===== src/rtl/hpdmc_ddr_wrpath.sv =====
// DDR write-path output stage: beat FIFO, DQS preamble/burst/postamble sequencing,
// and registered rise/fall words plus drive enables for the DDR output cells.
//
// state   | meaning
// S_IDLE  | bus released, DQ at idle level, waiting for wr_start
// S_PRE   | DQS preamble: strobe driven low, DQ not driven
// S_BURST | one beat pair per cycle from the FIFO, DQS toggling
// S_POST  | DQS postamble, wr_done pulse; wr_start chains another burst
module hpdmc_ddr_wrpath #(
  parameter int   DQ_WIDTH     = 16,
  parameter int   BURST_CYCLES = 2,
  parameter int   FIFO_DEPTH   = 4,
  parameter logic INIT         = 1'b0
) (
  input  logic                          sys_clk,
  input  logic                          sys_rst_n,
  input  logic                          in_valid,
  output logic                          in_ready,
  input  logic [DQ_WIDTH-1:0]           in_d1,
  input  logic [DQ_WIDTH-1:0]           in_d2,
  input  logic [DQ_WIDTH/8-1:0]         in_m1,
  input  logic [DQ_WIDTH/8-1:0]         in_m2,
  output logic [$clog2(FIFO_DEPTH):0]   fifo_level,
  input  logic                          wr_start,
  output logic                          wr_busy,
  output logic                          wr_done,
  output logic                          underrun,
  input  logic                          underrun_clr,
  output logic [DQ_WIDTH-1:0]           dq_d1,
  output logic [DQ_WIDTH-1:0]           dq_d2,
  output logic [DQ_WIDTH/8-1:0]         dm_d1,
  output logic [DQ_WIDTH/8-1:0]         dm_d2,
  output logic                          dqs_d1,
  output logic                          dqs_d2,
  output logic                          dq_oe,
  output logic                          dqs_oe
);

  localparam int DMW = DQ_WIDTH / 8;
  localparam int AW  = $clog2(FIFO_DEPTH);
  localparam int LW  = AW + 1;
  localparam int EW  = 2 * DQ_WIDTH + 2 * DMW;
  localparam int CW  = (BURST_CYCLES > 1) ? $clog2(BURST_CYCLES) : 1;

  localparam logic [LW-1:0]       LVL_FULL = LW'(FIFO_DEPTH);
  localparam logic [CW-1:0]       CNT_LOAD = CW'(BURST_CYCLES - 1);
  localparam logic [DQ_WIDTH-1:0] DQ_IDLE  = {DQ_WIDTH{INIT}};

  typedef enum logic [1:0] {S_IDLE, S_PRE, S_BURST, S_POST} state_t;

  state_t state, state_nxt;
  logic [CW-1:0] cnt;

  logic [EW-1:0]       mem [FIFO_DEPTH];
  logic [AW-1:0]       wr_ptr, rd_ptr;
  logic [LW-1:0]       count;
  logic                fifo_empty, push, pop, starve;
  logic [DQ_WIDTH-1:0] ent_d1, ent_d2;
  logic [DMW-1:0]      ent_m1, ent_m2;

  logic [DQ_WIDTH-1:0] dq_d1_nxt, dq_d2_nxt;
  logic [DMW-1:0]      dm_d1_nxt, dm_d2_nxt;
  logic                dqs_d1_nxt, dqs_d2_nxt, dq_oe_nxt, dqs_oe_nxt;

  assign fifo_empty = (count == '0);
  assign in_ready   = (count != LVL_FULL);
  assign fifo_level = count;
  assign push       = in_valid & in_ready;
  // Outputs are registered from the next state, so the pop happens on the edge entering each BURST cycle.
  assign pop        = (state_nxt == S_BURST) & ~fifo_empty;
  assign starve     = (state_nxt == S_BURST) & fifo_empty;
  assign {ent_d1, ent_d2, ent_m1, ent_m2} = mem[rd_ptr];

  always_ff @(posedge sys_clk) begin
    if (push) mem[wr_ptr] <= {in_d1, in_d2, in_m1, in_m2};
  end

  always_ff @(posedge sys_clk or negedge sys_rst_n) begin
    if (!sys_rst_n) begin
      wr_ptr <= '0;
      rd_ptr <= '0;
      count  <= '0;
    end else begin
      if (push) wr_ptr <= wr_ptr + AW'(1);
      if (pop)  rd_ptr <= rd_ptr + AW'(1);
      case ({push, pop})
        2'b10:   count <= count + LW'(1);
        2'b01:   count <= count - LW'(1);
        default: count <= count;
      endcase
    end
  end

  always_ff @(posedge sys_clk or negedge sys_rst_n) begin
    if (!sys_rst_n) state <= S_IDLE;
    else            state <= state_nxt;
  end

  always_comb begin
    state_nxt = state;
    case (state)
      S_IDLE:  if (wr_start) state_nxt = S_PRE;
      S_PRE:   state_nxt = S_BURST;
      S_BURST: if (cnt == '0) state_nxt = S_POST;
      S_POST:  state_nxt = wr_start ? S_PRE : S_IDLE;
      default: state_nxt = S_IDLE;
    endcase
  end

  // Beat counter runs down from BURST_CYCLES-1; zero marks the last BURST cycle.
  always_ff @(posedge sys_clk or negedge sys_rst_n) begin
    if (!sys_rst_n)                         cnt <= '0;
    else if (state == S_PRE)                cnt <= CNT_LOAD;
    else if (state == S_BURST && cnt != '0) cnt <= cnt - CW'(1);
  end

  always_comb begin
    dq_d1_nxt  = DQ_IDLE;
    dq_d2_nxt  = DQ_IDLE;
    dm_d1_nxt  = '0;
    dm_d2_nxt  = '0;
    dqs_d1_nxt = 1'b0;
    dqs_d2_nxt = 1'b0;
    dq_oe_nxt  = 1'b0;
    dqs_oe_nxt = 1'b0;
    case (state_nxt)
      S_PRE, S_POST: dqs_oe_nxt = 1'b1;
      S_BURST: begin
        dqs_d1_nxt = 1'b1;
        dq_oe_nxt  = 1'b1;
        dqs_oe_nxt = 1'b1;
        if (fifo_empty) begin
          dm_d1_nxt = '1;
          dm_d2_nxt = '1;
        end else begin
          dq_d1_nxt = ent_d1;
          dq_d2_nxt = ent_d2;
          dm_d1_nxt = ent_m1;
          dm_d2_nxt = ent_m2;
        end
      end
      default: ;
    endcase
  end

  always_ff @(posedge sys_clk or negedge sys_rst_n) begin
    if (!sys_rst_n) begin
      dq_d1  <= DQ_IDLE;
      dq_d2  <= DQ_IDLE;
      dm_d1  <= '0;
      dm_d2  <= '0;
      dqs_d1 <= 1'b0;
      dqs_d2 <= 1'b0;
      dq_oe  <= 1'b0;
      dqs_oe <= 1'b0;
    end else begin
      dq_d1  <= dq_d1_nxt;
      dq_d2  <= dq_d2_nxt;
      dm_d1  <= dm_d1_nxt;
      dm_d2  <= dm_d2_nxt;
      dqs_d1 <= dqs_d1_nxt;
      dqs_d2 <= dqs_d2_nxt;
      dq_oe  <= dq_oe_nxt;
      dqs_oe <= dqs_oe_nxt;
    end
  end

  // A starved BURST cycle wins over a simultaneous clear so the event is never lost.
  always_ff @(posedge sys_clk or negedge sys_rst_n) begin
    if (!sys_rst_n)        underrun <= 1'b0;
    else if (starve)       underrun <= 1'b1;
    else if (underrun_clr) underrun <= 1'b0;
  end

  assign wr_busy = (state != S_IDLE);
  assign wr_done = (state == S_POST);

endmodule

===== config.mk =====
export PLATFORM = sky130hd
export DESIGN_NAME = hpdmc_ddr_wrpath
export DESIGN_NICKNAME = d
export VERILOG_FILES = /design/src/rtl/hpdmc_ddr_wrpath.sv
export SDC_FILE = /design/constraint.sdc
export NUM_CORES = 1
export LEC_CHECK = 0
export ABC_AREA = 1
export CORE_MARGIN = 5
export CORE_UTILIZATION = 53
export CTS_CLUSTER_SIZE = 12
export DETAILED_ROUTE_END_ITERATION = 10
export PLACE_DENSITY = 0.79
export SLEW_MARGIN = 30
export SYNTH_ARGS = -nofsm -noshare
export SYNTH_HDL_FRONTEND = slang
export SYNTH_SLANG_ARGS = --single-unit

===== constraint.sdc =====
create_clock -name sys_clk -period 3.79 [get_ports sys_clk]
set_input_delay 0.758 -clock sys_clk [delete_from_list [all_inputs] [get_ports sys_clk]]
set_output_delay 0.758 -clock sys_clk [all_outputs]
set_load 0.03 [all_outputs]

# After elaboration in Yosys (flattened, before gate mapping)
# Memories as Yosys holds them, arrays and structs flattened.
# Index checks and enable logic that the tools add are counted.
dict set report word_totals {
  ff_bits 49
  ram_bits 144
  input_bits 41
  n_memories 1
}
dict set report op_classes {
  addsub 5
  n_eq_ne 9
  mux 21
  bitwise_logic 4
  reduce_logical 8
}
# name depth width rd rd_clocked_by_memory_dff write_ports line
set memory_table {}
lappend memory_table {mem 4 36 1 0 1 54} ;# logic [EW-1:0] mem [FIFO_DEPTH];
# cell n
set ops {}
lappend ops {{two-way mux 16 bit} 4}
lappend ops {{two-way mux 2 bit} 6}
lappend ops {{== test 2 bit, second input constant} 5}
lappend ops {{two-way mux 1 bit} 9}
lappend ops {{case mux 2 bit (4 select lines)} 1}
lappend ops {{nonzero test 2 bit} 4}
lappend ops {{== test 2 x 1 -> 1 bit, second input constant} 3}
lappend ops {{case mux 3 bit (2 select lines)} 1}
lappend ops {{adder 2 x 1 -> 2 bit, second input constant} 2}
lappend ops {{adder 3 x 1 -> 3 bit, second input constant} 1}
lappend ops {{AND 1 bit} 3}
lappend ops {{logical NOT 3 bit} 1}
lappend ops {{!= test 3 bit, second input constant} 1}
lappend ops {{OR reduction 3 bit} 1}
lappend ops {{subtractor 3 x 1 -> 3 bit, second input constant} 1}
lappend ops {{logical NOT 2 bit} 1}
lappend ops {{logical AND 1 bit} 1}
lappend ops {{NOT 1 bit} 1}
lappend ops {{subtractor 1 bit, second input constant} 1}

# Logic depth before layout (Yosys ltp)
dict set report logic_depth {
  ltp_word 6
  depth_mapped 14
}

# Least setup slack after synthesis
# Ideal clock, no wire load.
dict set report synth_path {
  path_type {register -> register}
  from {reg count[0] (netlist: fifo_level[0])}
  to {mem mem[0][0] in the netlist's numbering, enable pin}
  setup_ps 429
  arrival_ps 2785
  required_time_ps 3361
  path_slack_ps 575
  path_stages_with_launch 5
  path_buffers 0
  period_less_slack_ps 3215
  path_cell_list {dfrtp_1 inv_1 nand3_1 nand2_1 nor2_1}
}
dict set report synth_between {
  elab_chain_len 4
}
# item line
set synth_lines {}
lappend synth_lines {{from (decl)} 56} ;# logic [LW-1:0] count;
lappend synth_lines {{from (signal assigned)} 87} ;# 2'b10: count <= count + LW'(1);
lappend synth_lines {{from (signal assigned)} 88} ;# 2'b01: count <= count - LW'(1);
lappend synth_lines {{from (signal assigned)} 89} ;# default: count <= count;
lappend synth_lines {{!= test 3 bit} 66} ;# assign in_ready = (count != LVL_FULL);
lappend synth_lines {{named net in_ready} 18} ;# output logic in_ready,
lappend synth_lines {{AND 1 bit} 68} ;# assign push = in_valid & in_ready;
lappend synth_lines {{two-way mux 1 bit} 75} ;# if (push) mem[wr_ptr] <= {in_d1, in_d2, in_m1, in_m2};
lappend synth_lines {{two-way mux 1 bit (implied by the code)} 75}
lappend synth_lines {{to (decl)} 54}
# The timed path passes the listed nets, and every way through them passes these cells.

# Worst setup path after layout
dict set report layout_path {
  from {reg state[0]}
  to {out wr_busy}
}
dict set report layout_between {
  elab_chain_len 1
}
# item line
set layout_lines {}
lappend layout_lines {{from (decl)} 51} ;# state_t state, state_nxt;
lappend layout_lines {{from (signal assigned)} 96} ;# else state <= state_nxt;
lappend layout_lines {{nonzero test 2 bit} 175} ;# assign wr_busy = (state != S_IDLE);
lappend layout_lines {{to (decl)} 25} ;# output logic wr_busy,
# Every way passes these cells.

==> flow_summary.ini <==
[synth]
synth_seq_area_share_pct = 76.1
synth.area.top_cells = edfxtp_1 59%, dfrtp_1 17%, nor2_1 5.7%
async_flop_share_pct = 25.4
yosys.cell_types.count = 27
syn-cell-area_um2 = 7300
synth_most_common_cell = edfxtp_1
avgSynthCellArea_um2 = 13.3
synth_nets = 599
yosys_warnings = 0
synth_common_cells = 144 x edfxtp_1, 111 x nor2_1, 78 x o21ai_0
yosys.area.top_type = edfxtp_1
syn_inst = 547
synth_enable_flop_cells = 144
synth_top_area_share_pct = 59.2
ys.flop_type = edfxtp_1
ys_ff_latch = 193

[clocking]
cts_inserted_buffers = 17
clkSlewWorstSetupHoldPaths_ps = 70
post-cts-setup-buffers = 0
clk-insertion-delay-late_ps = 420
ctsResizeCount = 0
holdBufCountCts = 0
cts_tree = yes
cts-htree-levels = 4
root_buffer = clkbuf_16
cts_sinks = 193
cts_buffer_depth = 2

[setup_path]
cp_data_required_time_ps = 3030
cp_slowest_stage_delay_ps = 660
criticalPathCategory = flop to output pin
cp_top_family = buffers and inverters
critPathBufInv = 3
cp_cell_sequence = inv_1 -> ha_1 -> inv_1 -> clkdlybuf4s50_1
cpMostUsedCell = inv_1
critPathSlowestCell = clkdlybuf4s50_1
cp_max_fo = 5
worst_setup_path_end_kind = output pin
cp.arrival_ps = 1870
start_kind = flop
reg2reg_slack_ps = 1350

[power]
pwr-share-seq_pct = 39.7
p_switching_uw = 2660
powerDensity_nw_per_um2 = 827
power_frac_comb_pct = 35.4
p_clk_share_pct = 24.9
finalPower_uw = 7390
power_leakage_uw = 0.00341
switching_share_pct = 36.0
ir_worst_vdd_v = 0.000471
p_int_uw = 4730

[hold_path]
worstHoldPathType = input port to async pin

[grt]
overflow = 0
grt_pass1_vias = 4580
grt_pass1_wl_um = 23800
grt_max_degree = 75
antenna_found_initial = 0
track_usage_pct = 19.1

[floorplan]
core_um2 = 13300
start_util_pct = 54.7
die_area_um2 = 16200
ios = 88
die_y_um = 127
die_w_um = 127
row_count = 42

[routing]
first_pass_iters = 5
num_vias = 4414
viasPerCell = 5.37
wirelength_um = 14800
drcViolationCount = 0
detail_route.wl_per_cell_um = 18.0
drt_iter0_markers = 336
final_antenna_net_count = 0

[sta]
fin_tns_setup_ps = 0
maxSlewHeadroom_pct = 51.6
slew_viol_final = 0
skew_ps = 7.14
rsz0062_at_grt = no
worst_slew_pin_slew_ps = 726
clock.fmax_mhz = 381
layout_setup_ws_ps = 1170
min_period_ps = 2620
fin_crit_sh_pct = 69.3
finalHoldViolations = 0
holdWs_ps = 306
setup_viol = 0

[placement]
dpl_cell_area_um2 = 8320
portBuffers = 86
dp_hpwl_um = 8440
pre_cts_ws_ps = 927
gp_congestion = 0.711

[finish]
postLayoutCellArea_um2 = 8940
n_antenna_cell = 0
syn2layout_area_growth_pct = 22.5
layout.nets = 685
drive_above_1_share_pct = 9.44

[flow_run]
cap_violations = 0

[status]
status = completed
-- area by class of cell --
cell class / instances / area (µm²)
Clock buffer: 17 / 425
Clock inverter: 15 / 190
Fill cell: 944 / 4410
Inverter: 53 / 201
Multi-Input combinational cell: 274 / 1430
Sequential cell: 193 / 5550
Tap cell: 176 / 220
Timing Repair Buffer: 94 / 916
-- path summary, 6_finish.rpt --
check / from / end / cells past startpoint
max: state[0] / wr_busy / 4
min: sys_rst_n / dq_d1[4] / 1
max reg2reg: state[0] / fifo_level[2] / 12
min reg2reg: underrun / underrun / 2
max in group asynchronous: sys_rst_n / rd_ptr[0] / 2
min in group sys_clk: underrun / underrun / 2
-- cells in the final DEF (no fill, tap or decap), types with 2 or more instances in the layout --
master / count
o22ai_1: 32
nor2_4: 4
a21oi_1: 3
ha_1: 10
nor2_2: 11
nand3_1: 3
xor2_1: 3
inv_1: 51
bufinv_16: 4
inv_6: 2
nand4_1: 2
o21ai_0: 78
edfxtp_1: 144
buf_4: 8
clkinvlp_4: 2
clkbuf_16: 17
dfrtp_1: 48
clkdlybuf4s50_1: 85
clkinv_2: 5
nor2_1: 107
nand2_1: 13
-- cells by family after synthesis --
family	after synthesis	synth area share (%)
buf+inv	80	4.71
simple gates	142	8.02
xor+xnor	4	0.480
compound gates	116	8.69
flops	193	76.1
fa+ha+maj	11	1.99
other cells	1	0.0514
-- metrics by stage --
step	std cells	util [%]
after floorplan	547	-
final	822	67.0
after detailed placement	790	62.4
after global placement	790	62.3
after global routing	822	67.0
after CTS	822	67.0
-- per-layer routing --
metal	up-vias	global-route usage (%)	part of all wire [%]
li1	2061	-	-
met1	2198	22.7	40
met2	140	34.1	54
met3	15	3.84	5.1
met4	0	7.89	1.7
met5	-	0	0
-- flip-flops by register name, summed over array words and instances (netlist names) --
name        cells
rd_ptr          2
mem           144
dq_d2          16
dq_d1          16
underrun        1
wr_ptr          2
dm_d1           2
dm_d2           2
cnt             1
dqs_oe          1
dq_oe           1
state           2
fifo_level      3
-- power by group through the flow --
stage / logic, µW / registers [µW] / clock network, µW
detailed placement: 2630 / 2980 / 0
finish: 2620 / 2940 / 1840
floorplan: 1590 / 3200 / 0
CTS: 2650 / 2940 / 1870
global placement: 2530 / 2950 / 0
global route: 2900 / 2970 / 1960
-- worst reg2reg max path, delay by kind of cell (launching register included) --
kind	cells	cell delay, ps
xor gates and xnor gates	1	160
DFF	1	400
AOI/OAI and AO/OA	2	260
and+or+nand+nor	3	400
adders and majority gates	3	810
buffers and inverters	3	290
Power figures use the tool's default switching activity.
